===== src/rtl/examp2_and_arbiter_pkg.sv =====
// Shared defaults and helpers for the round-robin AND arbiter.
package and_arb_pkg;

  localparam int DEFAULT_DATA_WIDTH = 8;
  localparam int DEFAULT_NUM_REQ    = 4;
  localparam int STAT_W             = 16;

  // Requester index width; never narrower than one bit.
  function automatic int id_w(input int n);
    return (n <= 2) ? 1 : $clog2(n);
  endfunction

endpackage


===== src/rtl/examp2_and_arbiter_rr_grant.sv =====
// Round-robin grant: one-hot pick of the first valid requester at or above rr_ptr.
module rr_grant
  import and_arb_pkg::*;
#(
  parameter int NUM_REQ = DEFAULT_NUM_REQ,
  parameter int ID_W    = id_w(DEFAULT_NUM_REQ)
) (
  input  logic [NUM_REQ-1:0] req_valid,
  input  logic [ID_W-1:0]    rr_ptr,
  input  logic               load,
  output logic [NUM_REQ-1:0] grant
);

  logic          found;
  int            sum;
  logic [ID_W-1:0] idx;

  // Walk the requesters from rr_ptr upward, wrapping past NUM_REQ-1.
  always_comb begin
    grant = '0;
    found = 1'b0;
    sum   = 0;
    idx   = '0;
    for (int k = 0; k < NUM_REQ; k++) begin
      sum = int'(rr_ptr) + k;
      if (sum >= NUM_REQ) sum = sum - NUM_REQ;
      idx = ID_W'(sum);
      if (load && !found && req_valid[idx]) begin
        grant[idx] = 1'b1;
        found      = 1'b1;
      end
    end
  end

endmodule


===== src/rtl/examp2_and_arbiter.sv =====
// Shares one registered bitwise-AND stage among NUM_REQ round-robin requesters.
// Defining AND_ARB_STATS_EN adds the saturating stat_grant_cnt output.
module examp2_and_arbiter
  import and_arb_pkg::*;
#(
  parameter int DATA_WIDTH = DEFAULT_DATA_WIDTH,
  parameter int NUM_REQ    = DEFAULT_NUM_REQ,
  localparam int ID_W      = id_w(NUM_REQ)
) (
  input  logic                          system_clock,
  input  logic                          system_rst_n,
  input  logic [NUM_REQ-1:0]            req_valid,
  output logic [NUM_REQ-1:0]            req_ready,
  input  logic [NUM_REQ*DATA_WIDTH-1:0] req_data_a,
  input  logic [NUM_REQ*DATA_WIDTH-1:0] req_data_b,
  output logic                          out_valid,
  input  logic                          out_ready,
  output logic [DATA_WIDTH-1:0]         out_data,
  output logic [ID_W-1:0]               out_id
`ifdef AND_ARB_STATS_EN
  ,
  output logic [STAT_W-1:0]             stat_grant_cnt
`endif
);

  logic                  load;
  logic [NUM_REQ-1:0]    grant;
  logic [ID_W-1:0]       rr_ptr;
  logic [ID_W-1:0]       gnt_idx;
  logic [DATA_WIDTH-1:0] a_sel;
  logic [DATA_WIDTH-1:0] b_sel;
  logic                  any_grant;

  assign load      = ~out_valid | out_ready;
  assign req_ready = grant;
  assign any_grant = |grant;

  rr_grant #(
    .NUM_REQ (NUM_REQ),
    .ID_W    (ID_W)
  ) u_rr_grant (
    .req_valid (req_valid),
    .rr_ptr    (rr_ptr),
    .load      (load),
    .grant     (grant)
  );

  // Operand mux is steered by the grant only, so data never feeds back into arbitration.
  always_comb begin
    gnt_idx = '0;
    a_sel   = '0;
    b_sel   = '0;
    for (int i = 0; i < NUM_REQ; i++) begin
      if (grant[i]) begin
        gnt_idx = ID_W'(i);
        a_sel   = req_data_a[i*DATA_WIDTH +: DATA_WIDTH];
        b_sel   = req_data_b[i*DATA_WIDTH +: DATA_WIDTH];
      end
    end
  end

  always_ff @(posedge system_clock or negedge system_rst_n) begin
    if (!system_rst_n) begin
      out_valid <= 1'b0;
      out_data  <= '0;
      out_id    <= '0;
      rr_ptr    <= '0;
    end else if (any_grant) begin
      out_valid <= 1'b1;
      out_data  <= a_sel & b_sel;
      out_id    <= gnt_idx;
      rr_ptr    <= (gnt_idx == ID_W'(NUM_REQ-1)) ? '0 : gnt_idx + 1'b1;
    end else if (out_ready) begin
      out_valid <= 1'b0;
    end
  end

`ifdef AND_ARB_STATS_EN
  always_ff @(posedge system_clock or negedge system_rst_n) begin
    if (!system_rst_n) begin
      stat_grant_cnt <= '0;
    end else if (any_grant && (stat_grant_cnt != {STAT_W{1'b1}})) begin
      stat_grant_cnt <= stat_grant_cnt + 1'b1;
    end
  end
`endif

endmodule


===== config.mk =====
export PLATFORM = sky130hd
export DESIGN_NAME = examp2_and_arbiter
export DESIGN_NICKNAME = d
export VERILOG_FILES = /design/src/rtl/examp2_and_arbiter_pkg.sv /design/src/rtl/examp2_and_arbiter_rr_grant.sv /design/src/rtl/examp2_and_arbiter.sv
export SDC_FILE = /design/constraint.sdc
export NUM_CORES = 1
export LEC_CHECK = 0
export CAP_MARGIN = 40
export CORE_MARGIN = 2
export CORE_UTILIZATION = 37
export DETAILED_ROUTE_END_ITERATION = 8
export PLACE_DENSITY_LB_ADDON = 0.12
export SETUP_SLACK_MARGIN = 0.4
export SYNTH_ARGS = -nofsm -noshare
export SYNTH_HDL_FRONTEND = slang
export SYNTH_HIERARCHICAL = 1
export SYNTH_SLANG_ARGS = --single-unit

===== constraint.sdc =====
create_clock -name system_clock -period 6.1 [get_ports system_clock]
set_clock_uncertainty 0.05 [all_clocks]
set_input_delay 0.915 -clock system_clock [delete_from_list [all_inputs] [get_ports system_clock]]
set_output_delay 0.915 -clock system_clock [all_outputs]
set_load 0.01 [all_outputs]

==> metrics <==
status=finished, final reports clean; Unique masters post-synth=33; WHS=469.2 ps; number of warnings issued by yosys=6; worst setup path start=req_valid[3]; worst slew pin tran=612.6 ps; peak supply drop=between 0.2 and 0.25 mV; WP data arrival=3260 ps; most area-consuming cells after synthesis=dfrtp_1 (28%), ha_1 (7.4%), a211o_1 (5.9%); Final min period=4224 ps; Synth area leader=dfrtp_1; initial core utilization=0.3869; Hold-fix buffers, CTS=0; Detail Route met2 WL=between 2000 and 2500 microns; synth cell count leaders=dfrtp_1 (13), nand2_1 (13); simple-gate area share of the yosys netlist=0.2405; pin count of the biggest net entering global routing=30; Worst Setup EP=req_ready[3]; Slowest cell on crit path=clkdlybuf4s50_1; fin util=0.6971; Synth Area per Inst=roughly 9.1 sq um; clock transition at the registers of the reported paths=80 ps; Rel. slew slack=0.5903; routability cong.=0.8145; DRT Wirelength=4102 microns; unrepaired setup endpoints after global routing=no; Peak Freq=236.8 MHz; slowest stage delay, CP=600 ps; setup total negative slack=0 ps; 1st-pass router iterations=4; Vias per Instance=5.486; die height=60.50 microns; initial drt markers=49; overall power after layout=0.9613 mW; CP most frequent cell=clkdlybuf4s50_1; Antenna diodes=0; FF-to-FF path depth=10; asr flop ratio synth=1.000; first-pass GRT wire length=between 6000 and 7000 microns; # IOs=between 80 and 90; Finished Cell Area=0.002128 sq mm; metal3 WL=233 microns; Die ar.=0.003660 sq mm; number of nets in the layout=294; vias in the first global route=1,435; post-synthesis net count=208; DRC violations left=0; flop-to-flop setup slack=2990 ps; post-synthesis mux area share=0.07627; crit share post-route=0.6924; total of max-cap violations=0; cells after synthesis=between 100 and 150; DR vias=1,421; die width=60.50 microns; leading register cell type out of synthesis=dfrtp_1; Final ANT Viol Nets=0; crit path capture type=output pin; EDFF count, synth=0; Synth top area share=0.2754; share of cells above drive strength 1=0.08837; Row Count=20; Cell Pwr Density=451.7 mW/mm^2; R2R Path End=out_data[7]; worst hold path class=reg2reg; Synth-to-Final Area Change=80.19%; crit path cell chain=clkdlybuf4s50_1, mux4_2, inv_1, nand3_2, o221ai_2, buf_4, clkdlybuf4s50_1; core footprint=0.003053 sq mm; worst-path fanout max=29; clk_lat worst skew=280 ps; antenna violations before repair=0; final-report hold violation count=0; Finish-stage setup viols=0; drt wl/cell=15.84 microns; Critical R2R Launch=rr_ptr[0]; Seq cells post-synth=13; placed cell area=0.002102 sq mm; HPWL Detailed=3238 microns; WS Path Type=in2out; cell leakage power=0.8673 nW; CTS Buf Count=3; cts repair resizes=0; H-tree lvl count=1; Slew Viols, Final=0; Post-Synth XOR/XNOR Area=0; max layer used=met4; largest family of logic cells by synthesized area=compound AO/OA/AOI/OAI gates; wl on met1=approximately 1600 microns; TritonCTS clock tree=built; Required @ worst endpoint=5130 ps; sequential-to-total area share from yosys stat=0.2754; post-synthesis adder-cell area fraction=0.07415; Syn Std Cell Area=0.001181 sq mm; Compound-Gate Fraction of Synth Area=0.2701; CP Launch Type=input pin; Root Driver=clkbuf_4; total track usage=0.2205; Post-CTS Setup Inserts=0; CTS Sinks=13; clk buf depth=2; # port buffers=85; global route overflow=0
final cells by class:
class                      count  area, sq um
tap                           44        55.05
fill                         256        924.6
sequential                    13        325.3
clock buffer                   4        26.28
multi-input combinational    100        799.5
timing repair buffer          89        888.4
inverter                       9        33.78
routing by layer:
| metal | vias up | GRT usage |
|---|---|---|
| met2 | 54 | 0.4177 |
| met3 | 4 | 0.04691 |
| met1 | 688 | 0.2573 |
| li1 | 675 | - |
| met4 | 0 | 0.04037 |
| met5 | - | 0 |
layout by cell type, fill, tap and decap left out, drive strengths merged:
cell type       n
a211oi          8
nand2b          2
dfrtp          13
clkbuf          4
a211o           8
buf             4
clkdlybuf4s50  85
inv             9
a32oi           1
nand3           9
o21bai          2
nor4            1
and2            1
o311a           1
nor3            1
a21oi           3
o221ai          4
nor2            3
nand4b          7
o211ai          7
a22oi           4
mux2            2
ha              7
a32o            1
mux4            3
nor2b           4
nand2          13
o31ai           1
and3            7
through the flow:
| stage | std cells | worst slack (ps) |
|---|---|---|
| 6_report | 259 | 1876 |
| 5_1_grt | 259 | 1768 |
| 4_1_cts | 259 | 1891 |
| 3_5_place_dp | 255 | 1889 |
| 3_3_place_gp | 253 | 1577 |
| 2_1_floorplan | 130 | 3102 |
power by group:
| group | internal (mW) | switching [mW] |
|---|---|---|
| Sequential | 0.134 | 0.0364 |
| Combinational | 0.379 | 0.356 |
| Clock | 0.0253 | 0.0297 |
worst min path at each step:
stage,slack [ps],cells after the start,start,end
floorplan,480,1,out_id[1],out_id[1]
global placement,440,2,out_data[5],out_data[5]
detailed placement,440,1,out_id[1],out_id[1]
CTS,470,1,out_id[1],out_id[1]
global route,480,1,out_id[1],out_id[1]
finish,470,2,out_data[5],out_data[5]
state kept, by name, summed over array words and instances (netlist names):
| register | cells |
|---|---|
| out_data | 8 |
| out_id | 2 |
| out_valid | 1 |
| rr_ptr | 2 |
kinds of logic (layout without fill, tap and decap cells):
group / count (synthesis) / count (layout)
multiplexers: 5 / 5
AND/OR/NAND/NOR: 48 / 48
adder cells (fa/ha/maj): 7 / 7
flip-flops: 13 / 13
buffers and inverters: 17 / 102
AO/OA/AOI/OAI: 40 / 40
worst max-delay path: cells and delay by family:
kind | cells | cell delay (ps)
muxes | 1 | 520
buffers and inverters | 4 | 1480
AOI/OAI and AO/OA | 1 | 190
and+or+nand+nor | 1 | 140
No activity file was read; power rests on OpenSTA's default activity.
